**src/rtl/riscv32_common_pkg.sv**
```systemverilog
// Shared RV32 pipeline types: stage control, redirect, memory port and fetch-queue entry.
package riscv32_common;

    localparam int          USER_TAG_W = 1;
    localparam logic [31:0] INST_BYTES = 32'd4;

    typedef struct packed {
        logic        valid;
        logic [31:0] pc;
        logic [31:0] instruction;
    } fetched_instruction_t;

    typedef struct packed {
        logic advance;
        logic flush;
    } stage_signal_t;

    typedef struct packed {
        logic        valid;
        logic [31:0] pc;
    } fetch_set_pc_call_t;

    typedef struct packed {
        logic                  valid;
        logic [31:0]           addr;
        logic [31:0]           data;
        logic [3:0]            do_read;
        logic [3:0]            do_write;
        logic [USER_TAG_W-1:0] user_tag;
    } memory_io_req;

    typedef struct packed {
        logic                  valid;
        logic [31:0]           data;
        logic [USER_TAG_W-1:0] user_tag;
    } memory_io_rsp;

    typedef struct packed {
        logic [31:0] pc;
        logic [31:0] instruction;
    } fetch_entry_t;

    function automatic logic [31:0] next_fetch_pc(input logic [31:0] pc);
        return pc + INST_BYTES;
    endfunction

endpackage

```
**src/rtl/fetch_queue.sv**
```systemverilog
// Small synchronous FIFO with single-cycle clear; head always shows the oldest entry.
module fetch_queue #(
    parameter int WIDTH = 32,
    parameter int DEPTH = 2,
    localparam int CNT_W = $clog2(DEPTH + 1),
    localparam int PTR_W = $clog2(DEPTH)
) (
    input  logic             clk,
    input  logic             reset,
    input  logic             clear,
    input  logic             push,
    input  logic             pop,
    input  logic [WIDTH-1:0] push_data,
    output logic [WIDTH-1:0] head,
    output logic [CNT_W-1:0] count
);
    logic [WIDTH-1:0] mem_r [DEPTH];
    logic [PTR_W-1:0] rd_ptr_r;
    logic [PTR_W-1:0] wr_ptr_r;
    logic [CNT_W-1:0] count_r;
    logic             push_ok_s;
    logic             pop_ok_s;

    function automatic logic [PTR_W-1:0] ptr_inc(input logic [PTR_W-1:0] p);
        return (p == PTR_W'(DEPTH - 1)) ? '0 : p + PTR_W'(1'b1);
    endfunction

    // Pop only real entries; push only into free space or a slot freed this cycle.
    always_comb begin
        pop_ok_s  = pop && (count_r != '0);
        push_ok_s = push && ((count_r != CNT_W'(DEPTH)) || pop_ok_s);
    end

    // Pointer, count and storage update; clear takes priority over push and pop.
    always_ff @(posedge clk or negedge reset) begin
        if (!reset) begin
            rd_ptr_r <= '0;
            wr_ptr_r <= '0;
            count_r  <= '0;
            for (int i = 0; i < DEPTH; i++) begin
                mem_r[i] <= '0;
            end
        end else if (clear) begin
            rd_ptr_r <= '0;
            wr_ptr_r <= '0;
            count_r  <= '0;
        end else begin
            if (push_ok_s) begin
                mem_r[wr_ptr_r] <= push_data;
                wr_ptr_r        <= ptr_inc(wr_ptr_r);
            end
            if (pop_ok_s) begin
                rd_ptr_r <= ptr_inc(rd_ptr_r);
            end
            count_r <= count_r + CNT_W'(push_ok_s) - CNT_W'(pop_ok_s);
        end
    end

    assign head  = mem_r[rd_ptr_r];
    assign count = count_r;

endmodule

```
**src/rtl/fetch_stage_checker.sv**
```systemverilog
// Protocol checks on fetch-stage control inputs and in-flight request bookkeeping.
module fetch_stage_checker #(
    parameter int CNT_W = 2
) (
    input logic             clk,
    input logic             reset,
    input logic             redirect,
    input logic [1:0]       redirect_pc_low,
    input logic             flush,
    input logic             rsp_valid,
    input logic [CNT_W-1:0] outstanding,
    input logic [CNT_W-1:0] side_count
);
    a_redirect_aligned: assert property (@(posedge clk) disable iff (!reset)
        redirect |-> (redirect_pc_low == 2'b00));

    a_no_lone_flush: assert property (@(posedge clk) disable iff (!reset)
        flush |-> redirect);

    a_rsp_expected: assert property (@(posedge clk) disable iff (!reset)
        rsp_valid |-> (outstanding != '0));

    a_side_fifo_tracks: assert property (@(posedge clk) disable iff (!reset)
        side_count == outstanding);

endmodule

```
**src/rtl/fetch_stage.sv**
```systemverilog
// RV32 instruction fetch: holds the fetch PC, issues in-order reads under a credit limit,
// and queues returned words for decode; an epoch bit discards responses from before a redirect.
module fetch_stage
    import riscv32_common::*;
#(
    parameter logic [31:0] RESET_PC = 32'h0000_0000,
    parameter int          DEPTH    = 2
) (
    input  logic                 clk,
    input  logic                 reset,
    input  stage_signal_t        fetch_signal_in,
    input  fetch_set_pc_call_t   fetch_set_pc_call_in,
    output memory_io_req         inst_mem_req,
    input  logic                 inst_mem_req_ready,
    input  memory_io_rsp         inst_mem_rsp,
    output fetched_instruction_t fetched_instruction_out
);
    localparam int CNT_W  = $clog2(DEPTH + 1);
    localparam int LOAD_W = CNT_W + 1;

    logic [31:0]      pc_r;
    logic             epoch_r;
    logic [CNT_W-1:0] outstanding_r;

    logic              redirect_s;
    logic              flush_s;
    logic              clear_s;
    logic              head_valid_s;
    logic              pop_s;
    logic [LOAD_W-1:0] load_s;
    logic              issue_s;
    logic              accept_s;
    logic              rsp_valid_s;
    logic              rsp_keep_s;
    logic [CNT_W-1:0]  q_count_s;
    logic [CNT_W-1:0]  side_count_s;
    logic [31:0]       side_pc_s;
    fetch_entry_t      q_head_s;
    fetch_entry_t      q_push_s;

    // Credit check and handshake decode; pop frees a slot in the same cycle.
    always_comb begin
        redirect_s   = fetch_set_pc_call_in.valid;
        flush_s      = fetch_signal_in.flush;
        clear_s      = redirect_s || flush_s;
        head_valid_s = (q_count_s != '0);
        pop_s        = head_valid_s && fetch_signal_in.advance && !flush_s;
        load_s       = LOAD_W'(outstanding_r) + LOAD_W'(q_count_s) - LOAD_W'(pop_s);
        issue_s      = reset && !redirect_s && (load_s < LOAD_W'(DEPTH));
        accept_s     = issue_s && inst_mem_req_ready;
        rsp_valid_s  = inst_mem_rsp.valid;
        rsp_keep_s   = rsp_valid_s && (inst_mem_rsp.user_tag[0] == epoch_r) && !clear_s;
        q_push_s.pc          = side_pc_s;
        q_push_s.instruction = inst_mem_rsp.data;
    end

    // Memory request and decode-facing head presentation.
    always_comb begin
        inst_mem_req             = '0;
        inst_mem_req.valid       = issue_s;
        inst_mem_req.addr        = pc_r;
        inst_mem_req.do_read     = 4'b1111;
        inst_mem_req.do_write    = 4'b0000;
        inst_mem_req.user_tag[0] = epoch_r;
        fetched_instruction_out  = '0;
        if (head_valid_s) begin
            fetched_instruction_out.valid       = 1'b1;
            fetched_instruction_out.pc          = q_head_s.pc;
            fetched_instruction_out.instruction = q_head_s.instruction;
        end else begin
            fetched_instruction_out = '0;
        end
    end

    // Fetch PC, epoch and in-flight counter.
    always_ff @(posedge clk or negedge reset) begin
        if (!reset) begin
            pc_r          <= RESET_PC;
            epoch_r       <= 1'b0;
            outstanding_r <= '0;
        end else begin
            if (redirect_s) begin
                pc_r <= fetch_set_pc_call_in.pc;
            end else if (accept_s) begin
                pc_r <= next_fetch_pc(pc_r);
            end else begin
                pc_r <= pc_r;
            end
            epoch_r <= epoch_r ^ clear_s;
            case ({accept_s, rsp_valid_s})
                2'b10:   outstanding_r <= outstanding_r + CNT_W'(1'b1);
                2'b01:   outstanding_r <= outstanding_r - CNT_W'(1'b1);
                default: outstanding_r <= outstanding_r;
            endcase
        end
    end

    fetch_queue #(
        .WIDTH($bits(fetch_entry_t)),
        .DEPTH(DEPTH)
    ) u_inst_queue (
        .clk       (clk),
        .reset     (reset),
        .clear     (clear_s),
        .push      (rsp_keep_s),
        .pop       (pop_s),
        .push_data (q_push_s),
        .head      (q_head_s),
        .count     (q_count_s)
    );

    // Request PCs ride alongside the memory so each response is paired with its address.
    fetch_queue #(
        .WIDTH(32),
        .DEPTH(DEPTH)
    ) u_side_pc_fifo (
        .clk       (clk),
        .reset     (reset),
        .clear     (1'b0),
        .push      (accept_s),
        .pop       (rsp_valid_s),
        .push_data (pc_r),
        .head      (side_pc_s),
        .count     (side_count_s)
    );

    fetch_stage_checker #(
        .CNT_W(CNT_W)
    ) u_checker (
        .clk             (clk),
        .reset           (reset),
        .redirect        (redirect_s),
        .redirect_pc_low (fetch_set_pc_call_in.pc[1:0]),
        .flush           (flush_s),
        .rsp_valid       (rsp_valid_s),
        .outstanding     (outstanding_r),
        .side_count      (side_count_s)
    );

endmodule
```
**config.mk**
```make
export PLATFORM = sky130hd
export DESIGN_NAME = fetch_stage
export DESIGN_NICKNAME = d
export VERILOG_FILES = /design/src/rtl/riscv32_common_pkg.sv /design/src/rtl/fetch_queue.sv /design/src/rtl/fetch_stage_checker.sv /design/src/rtl/fetch_stage.sv
export SDC_FILE = /design/constraint.sdc
export NUM_CORES = 1
export LEC_CHECK = 0
export CAP_MARGIN = 20
export CORE_MARGIN = 10
export CORE_UTILIZATION = 50
export CTS_CLUSTER_SIZE = 25
export DETAILED_ROUTE_END_ITERATION = 12
export PLACE_DENSITY = 0.76
export SYNTH_ARGS = -nofsm -noshare
export SYNTH_HDL_FRONTEND = slang
export SYNTH_HIERARCHICAL = 1
export SYNTH_SLANG_ARGS = --single-unit
```
**constraint.sdc**
```tcl
create_clock -name clk -period 6.6 [get_ports clk]
set_input_delay 1.32 -clock clk [delete_from_list [all_inputs] [get_ports clk]]
set_output_delay 1.32 -clock clk [all_outputs]
set_load 0.02 [all_outputs]
```
== Word level (Yosys, flattened, before mapping) ==
Index checks and enable logic that the tools add are counted.

* Register bits after elaboration: 235
* Bits of input ports: 72

* Mux-type cells: 25
* Equal/unequal tests: 5
* $add $sub $neg: 13
* Reductions and logical operators: 26
* Magnitude comparators: 7
* Bitwise logic cells: 6

{| class="wikitable"
|+ Operators with widths
! operator !! count
|-
| $mux 64 || 4
|-
| $mux 32 || 6
|-
| $bwmux 128 || 1
|-
| $mux 65 || 1
|-
| $bwmux 64 || 1
|-
| $demux 64 s1 || 1
|-
| $add 32x3->32 const B || 1
|-
| $demux 32 s1 || 1
|-
| $logic_and 1x1->1 || 13
|-
| $reduce_bool 2->1 || 6
|-
| $ge 2x2->1 const B || 4
|-
| $mux 1 || 8
|-
| $not 1->2 || 4
|-
| $add 1x1->1 const B || 4
|-
| $add 2x1->2 || 2
|-
| $lt 2x1->1 const B || 2
|-
| $ne 2x2->1 const B || 2
|-
| $pmux 2 s2 || 1
|-
| $sub 2x1->2 || 2
|-
| $add 2x2->3 || 1
|-
| $logic_not 1->1 || 3
|-
| $logic_or 1x1->1 || 3
|-
| $lt 3x2->1 const B || 1
|-
| $sub 3x1->3 || 1
|-
| other kinds (9) || 9
|}

== Logic depth before layout (Yosys ltp) ==
* Word-level depth: 10
* Gate-level depth with buffers: 18
* Gate-level depth less buffers: 15

== Cells and area by module ==
Netlist, hierarchy kept.

{| class="wikitable"
|+ By module, submodules not included
! module !! sequential area each (um^2) !! cells each !! area each (um^2) !! times used
|-
| fetch_queue (u_inst_queue) || 3303.2 || 363 || 5969.5 || 1
|-
| fetch_queue (u_side_pc_fifo) || 1701.6 || 193 || 3096.7 || 1
|-
| fetch_stage || 875.8 || 360 || 2946.6 || 1
|}

== Worst setup path before layout ==
Ideal clock, no wire load.

* Path type: input -> output
* Start point: input port fetch_signal_in[1] (netlist name)
* End point: output port inst_mem_req[73] (netlist name)
* Cell stages on the path: 7
* Buffers on the path: 1
* Setup slack: 2430 ps
* Arrival: 2850 ps
* Path through: and3b_1 -> ha_1 -> nand2b_1 -> fa_1 -> xnor2_1 -> nor4bb_1 -> buf_4

* Cells in the longest elaborated chain, start to end: 5

{| class="wikitable"
|+ Ends and longest elaborated chain
! element !! line !! text
|-
| start, declared || fetch_stage.sv:11 || <nowiki>input stage_signal_t fetch_signal_in,</nowiki>
|-
| $logic_and 1x1->1 (2 in series) || fetch_stage.sv:47 || <nowiki>pop_s = head_valid_s && fetch_signal_in.advance && !flush_s;</nowiki>
|-
| $sub 3x1->3 || fetch_stage.sv:48 || <nowiki>load_s = LOAD_W'(outstanding_r) + LOAD_W'(q_count_s) - LOAD_W'(pop_s);</nowiki>
|-
| $lt 3x2->1 || fetch_stage.sv:49 || <nowiki>issue_s = reset && !redirect_s && (load_s < LOAD_W'(DEPTH));</nowiki>
|-
| $logic_and 1x1->1 || fetch_stage.sv:49 ||
|-
| end, declared || fetch_stage.sv:13 || <nowiki>output memory_io_req inst_mem_req,</nowiki>
|}

No other way between the ends.

==> out/metrics.yaml <==
timing:
  finalSetupTns_ns: 0
  tightestPinTransition_ns: 1.02
  relSlewSlack: 0.319
  slew_violations: 0
  min_period_over_period: 0.786
  rsz0062_at_grt: "no"
  period_minus_slack_ns: 5.19
  final-setup-viol-count: 0
  finalClockSkew_ns: 0.0116
  fmaxAchievable_mhz: 193
  hold_violations: 0
  setup_ws_ns: 1.41
floorplan:
  start_util: 0.510
  pin_count: 211
  dieArea_mm2: 0.0306
  core_area_mm2: 0.0235
  die_x_um: 175
  fp.dieH_um: 175
  row_count: 56
placement:
  hpwl_um: 18300
  gp_congestion: 0.786
  placed_area_mm2: 0.0138
  port_buffers: 170
  dpl_worst_slack_ns: 1.39
cts:
  clk_pin_slew_ns: 0.06
  postCtsResizedCells: 0
  cts_hold_buf: 0
  clk_latency_ns: 0.52
  cts_tree: "done"
  clockRootBuffer: "clkbuf_16"
  ctsLongestPathBuffers: 3
  htreeDepth: 1
  clock-sinks: 235
  cts_made_buffers: 27
  post_cts_buffers: 0
setup_path:
  worstSetupPathType: "input port to output pin"
  cp-start-kind: "input port"
  endpoint_kind: "output pin"
  arrival_ns: 3.87
  crit_fanout: 3
  crit_required_ns: 5.28
outcome:
  status: "complete, no violations"
finish:
  layout_common_cells: "234 x dfrtp_1, 196 x mux2_2, 168 x clkdlybuf4s50_1, 90 x mux2_4, 66 x and2_1"
  n_fill_cell: 1827
  n_antenna_cell: 0
  fin_area_mm2: 0.0148
  finalCoreUtilization: 0.629
  layout_commonest_cell: "dfrtp_1"
  final_layout_size_suffix_gt1_frac: 0.334
  area_delta_synth_final_pct: 23.3
  fin_nets: 1159
power:
  leakage_nw: 6.83
  power_density_mw_per_mm2: 309
  vdd_ir_drop_max_mv: 0.159
logic_synthesis:
  synthTopCellsByArea: "dfrtp_1 49%, mux2_2 18%, mux2_4 11%, and2_1 3.4%, buf_4 3.0%"
  synth_top_area_frac: 0.490
  ys_seq_area_frac: 0.490
  synth.avg_cell_area_um2: 13.1
  synth_seq_cells: 235
  ys.warnings.count: 6
  synth_cell_type_count: 62
  synth-async-reset-ratio: 1.00
  synthFlopType: "dfrtp_1"
  syn_area_mm2: 0.0120
  synth_edf_count: 0
  syn_inst: 916
  yosys.area.top_type: "dfrtp_1"
grt:
  antenna_found_initial: 0
  grt_max_degree: 89
  grt_pass1_vias: 8148
  grt_pass1_wl_um: 44300
  grt_overflow: 0
  track_usage: 0.173
routing:
  ant_nets: 0
  routed-via-count: 7533
  drc: 0
  routedWlPerCell_um: 19.2
  drt-total-wl_um: 27200
  drt-pass1-iter-count: 4
  drtIter0Drc: 544
  viasPerCell: 5.32
flow_run:
  drv_cap: 0
worst_hold_path:
  hp-class: "flop to flop"
[synth_stat cells (3+ instances only)]
master and number:
nor2b_1 7, nand3b_1 4, mux2_2 196, and3_1 5
o211ai_1 5, o311ai_0 10, a221o_1 4, ha_1 8
xor2_1 3, nand4_1 7, xnor2_1 10, nand2_1 42
a32oi_1 3, inv_1 17, clkbuf_1 23, o21ai_0 19
nand3_1 12, dfrtp_1 235, and2_1 66, buf_4 48
mux2i_1 5, or4_1 3, mux2_1 4, buf_2 8
buf_6 11, nor2_1 18, mux2_4 90, a21oi_1 7
nor3_1 4
[state kept, by name (all words and copies together), names as in the netlist]
register and flops:
epoch_r 1, outstanding_r 2, pc_r 32, u_inst_queue/count 2, u_inst_queue/mem_r 128, u_inst_queue/rd_ptr_r 1, u_inst_queue/wr_ptr_r 1, u_side_pc_fifo/count 2
u_side_pc_fifo/mem_r 64, u_side_pc_fifo/rd_ptr_r 1, u_side_pc_fifo/wr_ptr_r 1
[per-layer routing]
layer / GRT usage / part of all wire / up-vias
li1: - / - / 3474
met1: 0.237 / 0.47 / 3756
met2: 0.272 / 0.45 / 271
met3: 0.0468 / 0.073 / 32
met4: 0.0286 / 0.010 / 0
met5: 0 / 0 / -
[power by group]
part / switching, mW / internal (mW)
logic: 0.393 / 0.556
registers: 0.188 / 1.73
clock network: 0.588 / 1.11
[cell families after synthesis]
kind of cell | after synthesis | share of synthesized area
other | 2 | 0.000625
buffers and inverters | 111 | 0.0575
DFF | 235 | 0.490
adders and majority gates | 9 | 0.0100
muxes | 295 | 0.304
AOI/OAI and AO/OA | 61 | 0.0355
xor gates and xnor gates | 13 | 0.00948
and+or+nand+nor | 190 | 0.0932
[area by class of cell]
type | instances | area (um2) | area share
repair buffers | 182 | 1790 | 0.121
clock inverters | 17 | 295 | 0.0199
inverters | 18 | 67.6 | 0.00456
well taps | 319 | 399 | 0.0269
flip-flops and latches | 235 | 5880 | 0.397
clock buffers | 32 | 744 | 0.0503
multi-input cells | 614 | 5630 | 0.380
[critical path: stages]
cell,delay [ns]
clkdlybuf4s50_1,0.46
and3b_1,0.21
ha_1,0.28
nand2b_1,0.15
fa_1,0.52
nor4bb_1,0.27
clkdlybuf4s50_1,0.65
[path summary, 6_finish.rpt]
check,cells past startpoint,slack (ns),end,startpoint
max in group asynchronous,3,3.47,pc_r[14],reset
worst min-delay path,1,0.48,u_inst_queue/mem_r[2],u_inst_queue/mem_r[2]
worst min register to register,1,0.48,u_inst_queue/mem_r[2],u_inst_queue/mem_r[2]
min in group asynchronous,1,0.80,u_inst_queue/mem_r[26],reset
worst max-delay path,7,1.41,inst_mem_req[73],fetch_signal_in[0]
worst max register to register,11,2.72,u_side_pc_fifo/mem_r[43],u_inst_queue/count[1]
[stage by stage]
stage	power, mW	instances	hold WS [ns]
after floorplan	2.59	960	0.452
after global placement	2.85	1368	0.462
after detailed placement	2.89	1368	0.468
after CTS	4.62	1417	0.482
after global routing	4.80	1417	0.499
final	4.57	1417	0.479
No activity file was read; power rests on OpenSTA's default activity.
